**src/rtl/backdoor_access_engine.sv**
```systemverilog
// Backdoor access engine: routes 64-bit read/write requests to one of
// NUM_TARGETS memory backdoor ports. Byte-wide targets are served as eight
// little-endian byte beats. Stalls while the target reports busy.
module backdoor_access_engine #(
  parameter int unsigned                  NUM_TARGETS = 2,
  parameter int unsigned                  ADDR_W      = 32,
  parameter logic [NUM_TARGETS-1:0]       NARROW_MASK = 'b10,
  parameter int unsigned                  RD_LAT      = 1,
  parameter int unsigned                  TGT_W       = (NUM_TARGETS > 1) ? $clog2(NUM_TARGETS) : 1
) (
  input  logic                          clk,
  input  logic                          rst,
  input  logic                          sel_set,
  input  logic [TGT_W-1:0]              sel_value,
  output logic [TGT_W-1:0]              sel_q,
  input  logic                          req_valid,
  output logic                          req_ready,
  input  logic                          req_write,
  input  logic [ADDR_W-1:0]             req_addr,
  input  logic [63:0]                   req_wdata,
  output logic                          rsp_valid,
  input  logic                          rsp_ready,
  output logic [63:0]                   rsp_rdata,
  output logic                          rsp_err,
  output logic [NUM_TARGETS-1:0]        tgt_en,
  output logic                          tgt_we,
  output logic [ADDR_W-1:0]             tgt_addr,
  output logic [63:0]                   tgt_wdata,
  input  logic [NUM_TARGETS*64-1:0]     tgt_rdata,
  input  logic [NUM_TARGETS-1:0]        tgt_busy
);

  localparam int unsigned DATA_W = 64;
  localparam int unsigned BEAT_W = 3;
  localparam int unsigned CNT_W  = 3;

  typedef enum logic [1:0] {S_IDLE, S_ISSUE, S_WAIT_RD, S_RESP} state_t;

  state_t                   state_q, state_d;
  logic [TGT_W-1:0]         sel_d;
  logic [TGT_W-1:0]         req_sel_q, req_sel_d;
  logic                     write_q, write_d;
  logic [ADDR_W-1:0]        addr_q, addr_d;
  logic [DATA_W-1:0]        wdata_q, wdata_d;
  logic                     narrow_q, narrow_d;
  logic [BEAT_W-1:0]        beat_q, beat_d;
  logic [CNT_W-1:0]         cnt_q, cnt_d;
  logic [DATA_W-1:0]        rdata_q, rdata_d;
  logic                     err_q, err_d;
  logic                     rsp_valid_q, rsp_valid_d;
  logic                     req_ready_q, req_ready_d;
  logic [NUM_TARGETS-1:0]   tgt_en_q, tgt_en_d;
  logic                     tgt_we_q, tgt_we_d;
  logic [ADDR_W-1:0]        tgt_addr_q, tgt_addr_d;
  logic [DATA_W-1:0]        tgt_wdata_q, tgt_wdata_d;

  logic                     last_beat;
  logic                     sel_in_range;
  logic                     sel_narrow;
  logic [DATA_W-1:0]        rd_word;
  logic [NUM_TARGETS-1:0]   en_onehot;
  logic                     sel_busy;
  logic                     issue;

  // Next-state, datapath and registered-output computation
  always_comb begin
    state_d     = state_q;
    sel_d       = sel_set ? sel_value : sel_q;
    req_sel_d   = req_sel_q;
    write_d     = write_q;
    addr_d      = addr_q;
    wdata_d     = wdata_q;
    narrow_d    = narrow_q;
    beat_d      = beat_q;
    cnt_d       = cnt_q;
    rdata_d     = rdata_q;
    err_d       = err_q;
    tgt_addr_d  = tgt_addr_q;
    tgt_wdata_d = tgt_wdata_q;

    last_beat    = narrow_q ? (beat_q == 3'd7) : (beat_q == 3'd0);
    sel_in_range = ({1'b0, sel_q} < (TGT_W+1)'(NUM_TARGETS));

    sel_narrow = 1'b0;
    rd_word    = '0;
    for (int unsigned i = 0; i < NUM_TARGETS; i++) begin
      if (sel_q == TGT_W'(i))     sel_narrow = NARROW_MASK[i];
      if (req_sel_q == TGT_W'(i)) rd_word    = tgt_rdata[i*DATA_W +: DATA_W];
    end

    case (state_q)
      S_IDLE: begin
        if (req_valid) begin
          write_d   = req_write;
          addr_d    = req_addr;
          wdata_d   = req_wdata;
          req_sel_d = sel_q;
          beat_d    = '0;
          rdata_d   = '0;
          if (sel_in_range) begin
            err_d    = 1'b0;
            narrow_d = sel_narrow;
            state_d  = S_ISSUE;
          end else begin
            err_d    = 1'b1;
            narrow_d = 1'b0;
            state_d  = S_RESP;
          end
        end
      end
      S_ISSUE: begin
        // A beat is on the port this cycle only when tgt_en_q is set
        if (|tgt_en_q) begin
          if (write_q) begin
            if (last_beat) state_d = S_RESP;
            else           beat_d  = beat_q + 3'd1;
          end else begin
            state_d = S_WAIT_RD;
            cnt_d   = CNT_W'(RD_LAT - 1);
          end
        end
      end
      S_WAIT_RD: begin
        if (cnt_q == '0) begin
          if (narrow_q) rdata_d[{beat_q, 3'b000} +: 8] = rd_word[7:0];
          else          rdata_d = rd_word;
          if (last_beat) begin
            state_d = S_RESP;
          end else begin
            beat_d  = beat_q + 3'd1;
            state_d = S_ISSUE;
          end
        end else begin
          cnt_d = cnt_q - 3'd1;
        end
      end
      S_RESP: begin
        if (rsp_ready) state_d = S_IDLE;
      end
      default: state_d = S_IDLE;
    endcase

    // Beat strobe for the next cycle, gated by the target's busy flag
    en_onehot = '0;
    sel_busy  = 1'b0;
    for (int unsigned i = 0; i < NUM_TARGETS; i++) begin
      if (req_sel_d == TGT_W'(i)) begin
        en_onehot[i] = 1'b1;
        sel_busy     = tgt_busy[i];
      end
    end
    issue    = (state_d == S_ISSUE) && !sel_busy;
    tgt_en_d = issue ? en_onehot : '0;
    tgt_we_d = issue & write_d;
    if (issue) begin
      tgt_addr_d  = narrow_d ? (addr_d + ADDR_W'(beat_d)) : (addr_d >> 3);
      tgt_wdata_d = narrow_d ? {56'h0, wdata_d[{beat_d, 3'b000} +: 8]} : wdata_d;
    end

    rsp_valid_d = (state_d == S_RESP);
    req_ready_d = (state_d == S_IDLE);
  end

  // State and output registers
  always_ff @(posedge clk or posedge rst) begin
    if (rst) begin
      state_q     <= S_IDLE;
      sel_q       <= '0;
      req_sel_q   <= '0;
      write_q     <= 1'b0;
      addr_q      <= '0;
      wdata_q     <= '0;
      narrow_q    <= 1'b0;
      beat_q      <= '0;
      cnt_q       <= '0;
      rdata_q     <= '0;
      err_q       <= 1'b0;
      rsp_valid_q <= 1'b0;
      req_ready_q <= 1'b1;
      tgt_en_q    <= '0;
      tgt_we_q    <= 1'b0;
      tgt_addr_q  <= '0;
      tgt_wdata_q <= '0;
    end else begin
      state_q     <= state_d;
      sel_q       <= sel_d;
      req_sel_q   <= req_sel_d;
      write_q     <= write_d;
      addr_q      <= addr_d;
      wdata_q     <= wdata_d;
      narrow_q    <= narrow_d;
      beat_q      <= beat_d;
      cnt_q       <= cnt_d;
      rdata_q     <= rdata_d;
      err_q       <= err_d;
      rsp_valid_q <= rsp_valid_d;
      req_ready_q <= req_ready_d;
      tgt_en_q    <= tgt_en_d;
      tgt_we_q    <= tgt_we_d;
      tgt_addr_q  <= tgt_addr_d;
      tgt_wdata_q <= tgt_wdata_d;
    end
  end

  assign req_ready = req_ready_q;
  assign rsp_valid = rsp_valid_q;
  assign rsp_rdata = rdata_q;
  assign rsp_err   = err_q;
  assign tgt_en    = tgt_en_q;
  assign tgt_we    = tgt_we_q;
  assign tgt_addr  = tgt_addr_q;
  assign tgt_wdata = tgt_wdata_q;

endmodule

```
**config.mk**
```make
export PLATFORM = sky130hd
export DESIGN_NAME = backdoor_access_engine
export DESIGN_NICKNAME = d
export VERILOG_FILES = /design/src/rtl/backdoor_access_engine.sv
export SDC_FILE = /design/constraint.sdc
export NUM_CORES = 1
export LEC_CHECK = 0
export ABC_CLOCK_PERIOD_IN_PS = 10650
export BUFFER_PORTS_ARGS = -buffer_cell sky130_fd_sc_hd__buf_2
export CAP_MARGIN = 0
export CELL_PAD_IN_SITES_DETAIL_PLACEMENT = 2
export CELL_PAD_IN_SITES_GLOBAL_PLACEMENT = 2
export CORE_MARGIN = 8
export CORE_UTILIZATION = 31
export DETAILED_ROUTE_END_ITERATION = 8
export PLACE_DENSITY = 0.88
export SETUP_SLACK_MARGIN = 0.3
export SYNTH_ARGS = -nofsm -noshare
export SYNTH_HDL_FRONTEND = slang
export SYNTH_SLANG_ARGS = --single-unit
export TNS_END_PERCENT = 10
```
**constraint.sdc**
```tcl
create_clock -name clk -period 10.65 [get_ports clk]
set_input_delay 1.065 -clock clk [delete_from_list [all_inputs] [get_ports clk]]
set_output_delay 1.065 -clock clk [all_outputs]
set_load 0.02 [all_outputs]
```
======== Word-level counts from Yosys, hierarchy flattened ========
Cells that the tools add are included.
storage, ports and cells
  register bits ........................... 273
  output and inout port bits .............. 167
  word-level logic and storage cells ...... 88
  input bits .............................. 233
cells by class
  muxes and demuxes ....................... 42
  equal/unequal tests ..................... 11
  $add $sub $neg .......................... 4
  bitwise logic cells ..................... 1
  shift operators ......................... 3
  reductions and logical operators ........ 11
operator list
  operator                  number
  $mux W64                  7
  $pmux W64 S2              1
  $mux W32                  3
  $bwmux W64                1
  $shift A8 B8 Y64 const A  1
  $shiftx A64 B7 Y8         1
  $shiftx A8 B8 Y64         1
  $add A32 B3 Y32           1
  $mux W3                   8
  $mux W2                   8
  $mux W1                   11
  $ne A2 B2 Y1 const B      5
  $pmux W3 S3               1
  $neg A6 Y8                1
  $pmux W2 S4               1
  $eq A2 B2 Y1 const B      3
  $logic_not A3 Y1          2
  $pmux W3 S2               1
  $eq A2 B1 Y1 const B      2
  $logic_not A2 Y1          2
  $reduce_and A4 Y1         1
  $reduce_bool A2 Y1        2
  $add A3 B1 Y3 const B     1
  $eq A3 B3 Y1 const B      1
  other kinds (6)           6

======== Depth between registers and ports, before layout ========
  depth after elaboration ................. 9
  depth in mapped cells ................... 20

======== Worst setup path after synthesis ========
No wires, ideal clock.
  path type ............................... input to register
  start ................................... in req_valid
  end ..................................... reg tgt_addr_q[28] (netlist: tgt_addr[28])
  path buffers ............................ 5
  data arrival time ....................... 4.201 ns
  cell stages on the path ................. 18
  library setup time ...................... 0.087 ns
  slack ................................... 6.363 ns
  path through ............................ or3b_1 buf_6 buf_6 clkbuf_1 clkbuf_1 clkbuf_1 nand2_1 nand2_1 ha_1 inv_1 fa_1 inv_1 a21o_1 nand3_4 nor3_4 and3_1 xnor2_1 a211oi_2
on the way
  elaborated cells on any way between the ends .. 16
  those cells by class .................... 1 x add/sub; 1 x eq/ne; 12 x mux; 2 x reduce/logical
RTL lines
  element               line  RTL
  start, declared       16    input logic req_valid,
  $mux W32              93    if (req_valid) begin
  $mux W32              91    case (state_q)
  via addr_d[0]         43    logic [ADDR_W-1:0] addr_q, addr_d;
  $add A32 B3 Y32       156   tgt_addr_d = narrow_d ? (addr_d + ADDR_W'(beat_d)) : (addr_d >> 3);
  $mux W32              156
  end signal, assigned  200   tgt_addr_q <= tgt_addr_d;
  end, declared         54    logic [ADDR_W-1:0] tgt_addr_q, tgt_addr_d;
The timed path passes the listed nets, and every way through them passes these cells.
A chain may end at the register's enable or synchronous reset.

======== Worst setup path in the final report ========
  start ................................... reg beat_q[0]
  end ..................................... reg tgt_addr_q[24] (netlist: tgt_addr[24])
on the way
  word-level cells in the longest chain between the ends .. 8
  elaborated cells on any way between the ends .. 20
  those cells by class .................... 2 x add/sub; 2 x eq/ne; 14 x mux; 2 x reduce/logical
RTL lines
  element                                                line  RTL
  start, declared                                        46    logic [BEAT_W-1:0] beat_q, beat_d;
  start signal, assigned                                 192   beat_q <= beat_d;
  branches (longest 5 deep; another with $add A3 B1 Y3)  -
  $pmux W3 S3 (*)                                        91
  via beat_d[0]                                          46
  $add A32 B3 Y32 (*)                                    156
  $mux W32 (*)                                           156
Mark *: on every way through the listed nets, which the timed path passes.

==> reports/metrics.cfg <==
[clock_tree]
cts_tree=yes
cts.repair.resized=0
cts_buffers=35
clk_latency_ns=0.55
clk_pin_slew_ns=0.06
h-tree-depth=2
cts.hold.buffers_added=0
cts-root-buf=clkbuf_16
clkSinkCount=273
cts_post_setup_buffers_inserted=0
cts_buffer_depth=3

[detailed_routing]
drc=0
drtIter0Drc=709
drtPass1Iterations=5
wl_um=62700
vias_per_cell=5.40
drtAntennaViolNets=0
vias=12954
wl_per_cell_um=26.1

[worst_setup_path]
cp_max_fo=26
worstSetupPathType=register to register
timing.rr.start=beat_q[0]$_DFF_PP0_
critical_path_required_ns=11.13
cp.arrival_ns=5.79
cpPeakStageDelay_ns=0.74
start_kind=register
crit_slowest_cell=dfrtp_1
endpoint_kind=register
crit_chain=inv_2 -> ha_1 -> ha_1 -> mux2_2 -> nand2b_1 -> mux2_2 -> inv_1 -> ha_1 -> inv_1 -> fa_1 -> inv_1 -> a21o_1 -> nand3_4 -> nor3_4 -> a21oi_1 -> o31ai_1 -> o21a_1
critPathLaunch=beat_q[0]$_DFF_PP0_

[floorplanning]
fp.dieW_um=225
pin_count=400
die-height_um=225
initial_core_util=0.315
rows=76
design.die.area_um2=50800
core_um2=43200

[synth]
avgSynthCellArea_um2=9.52
ys_ff_latch=273
syn_nets=1675
synth_edf_count=0
seq_area_frac_synth=0.502
synth_ff_type=dfrtp_1
ys_types=65
ys_async_sr_fraction=1.00
synthCells=1428
ys_warn_count=0
synth_area_um2=13600

[worst_hold_path]
hp-class=register to register
hold_start=tgt_wdata[63]$_DFFE_PP0P_

[sta]
tns_ns=0
slew_headroom=0.0980
max_freq_mhz=188
setup_violations=0
finClkSkew_ns=0.0245
min_period_ns=5.31
rsz0062_at_grt=false
fin_crit_sh=0.498
setup_ws_ns=5.34
tightestPinTransition_ns=1.32
hold_viol=0
slew_viol_final=0
whs_ns=0.469

[layout]
drive_gt1_frac=0.281
nets=2034
final_util=0.399
syn_to_final_growth_pct=26.8

[flow_run]
cap_violations=0

[power]
p_sw_mw=2.83
switching_share=0.473
p_leak_nw=8.93
p_clk_frac=0.206
combPwrFrac=0.489
vdd_drop_max_v=0.000172
power_frac_seq=0.305
intPower_mw=3.15
powerDensity_nw_per_um2=347
p_total_mw=5.98

[placed_design]
hpwl_um=45000
numPortBuffers=398
place_ws_ns=5.33
place_congestion=0.952

[grt]
gr-total-overflow=0
first_global_vias=14891
grt_pass1_wl_um=94500
grt_util_all_layers=0.241
grt_max_degree=176
grt_antenna_before_repair=9

[run_status]
status=complete, no violations

[placed cells by master, fill, tap and decap left out, drive strengths merged, types with 6 or more instances in the layout]
| cell | instances |
|---|---|
| a22o | 56 |
| a211o | 10 |
| a21oi | 42 |
| mux2i | 118 |
| ha | 13 |
| nand2 | 404 |
| buf | 410 |
| nand4 | 6 |
| inv | 46 |
| a21o | 12 |
| nor2b | 8 |
| and3 | 9 |
| dfrtp | 272 |
| clkinv | 8 |
| nor2 | 28 |
| clkbuf | 49 |
| nor3 | 11 |
| xor2 | 8 |
| o211ai | 21 |
| a221oi | 7 |
| o21ai | 34 |
| o22ai | 61 |
| xnor2 | 15 |
| mux2 | 10 |
| nand3 | 96 |
| o221ai | 9 |
[state kept, by name (all words and copies together) (netlist names)]
signal	cells
req_ready	1
wdata_q	64
req_sel_q	1
state_q	2
narrow_q	1
tgt_we	1
rsp_valid	1
addr_q	32
sel_q	1
tgt_wdata	64
rsp_rdata	64
cnt_q	3
beat_q	3
write_q	1
tgt_addr	32
tgt_en	2
[synthesized netlist by cell type (12+ instances only)]
library cell	count	area, um2
a22o_1	56	490
nand3_1	92	460
buf_2	25	125
ha_1	13	163
nand2_1	404	1520
o21ai_0	26	130
a21o_1	12	90.1
dfrtp_1	272	6810
nor2_1	27	101
a21oi_1	41	205
o22ai_1	61	382
clkbuf_1	33	124
xnor2_1	15	131
mux2i_1	113	1130
inv_1	40	150
buf_1	23	86.3
o211ai_1	21	158
[power by group through the flow]
stage	logic (mW)	registers, mW	clock network, mW
2_1_floorplan	1.64	2.00	0
3_3_place_gp	2.75	1.79	0
3_5_place_dp	2.89	1.82	0
4_1_cts	2.95	1.82	1.26
5_1_grt	3.16	1.87	1.29
6_report	2.92	1.82	1.23
[per-stage QoR]
stage / area, um2 / cells
final: 17200 / 2400
after global routing: 17200 / 2400
after CTS: 17200 / 2398
after detailed placement: 16100 / 2335
after global placement: 16100 / 2335
after floorplan: 13600 / 1428
[critical path: cells and delay by family (launching register included)]
| kind | cells | cell delay [ns] |
|---|---|---|
| adder cells (fa/ha/maj) | 4 | 1.08 |
| multiplexers | 2 | 1.00 |
| AND/OR/NAND/NOR | 3 | 0.98 |
| AO/OA/AOI/OAI | 4 | 0.87 |
| flip-flops | 1 | 0.74 |
| buffers and inverters | 4 | 0.55 |
[layout make-up]
class / count / area (um2)
Sequential cell: 273 / 6840
Tap cell: 585 / 732
Fill cell: 4737 / 25900
Inverter: 44 / 173
Antenna cell: 2 / 5.00
Clock buffer: 49 / 1010
Timing Repair Buffer: 410 / 2090
Clock inverter: 14 / 166
Multi-Input combinational cell: 1023 / 6230
[path summary, 6_finish.rpt]
check                                             to  slack (ns)  cells after the start
max                         tgt_addr[24]$_DFFE_PP0P_        5.34                     17
min                        tgt_wdata[63]$_DFFE_PP0P_        0.47                      2
max reg2reg                 tgt_addr[24]$_DFFE_PP0P_        5.34                     17
min reg2reg                tgt_wdata[63]$_DFFE_PP0P_        0.47                      2
max in group asynchronous        req_sel_q$_DFF_PP0_        8.32                      3
min in group asynchronous  rsp_rdata[12]$_DFFE_PP0P_        0.69                      2
[metal layers]
metal / routed length [um] / up-vias / track usage
li1: - / 5703 / -
met1: 24700 / 6642 / 0.276
met2: 31400 / 468 / 0.421
met3: 4120 / 133 / 0.0630
met4: 2430 / 8 / 0.100
met5: 55 / - / 0
[cell families (layout without fill, tap and decap cells)]
kind of cell,after synthesis,after routing,synth area share
buf+inv,132,517,0.0415
simple gates,578,578,0.184
compound gates,279,279,0.146
flops,273,273,0.502
mux,128,128,0.0972
xor+xnor,23,23,0.0148
fa+ha+maj,14,14,0.0134
other cells,1,3,0.000276
Note: power is estimated with default switching activity, not from simulation.
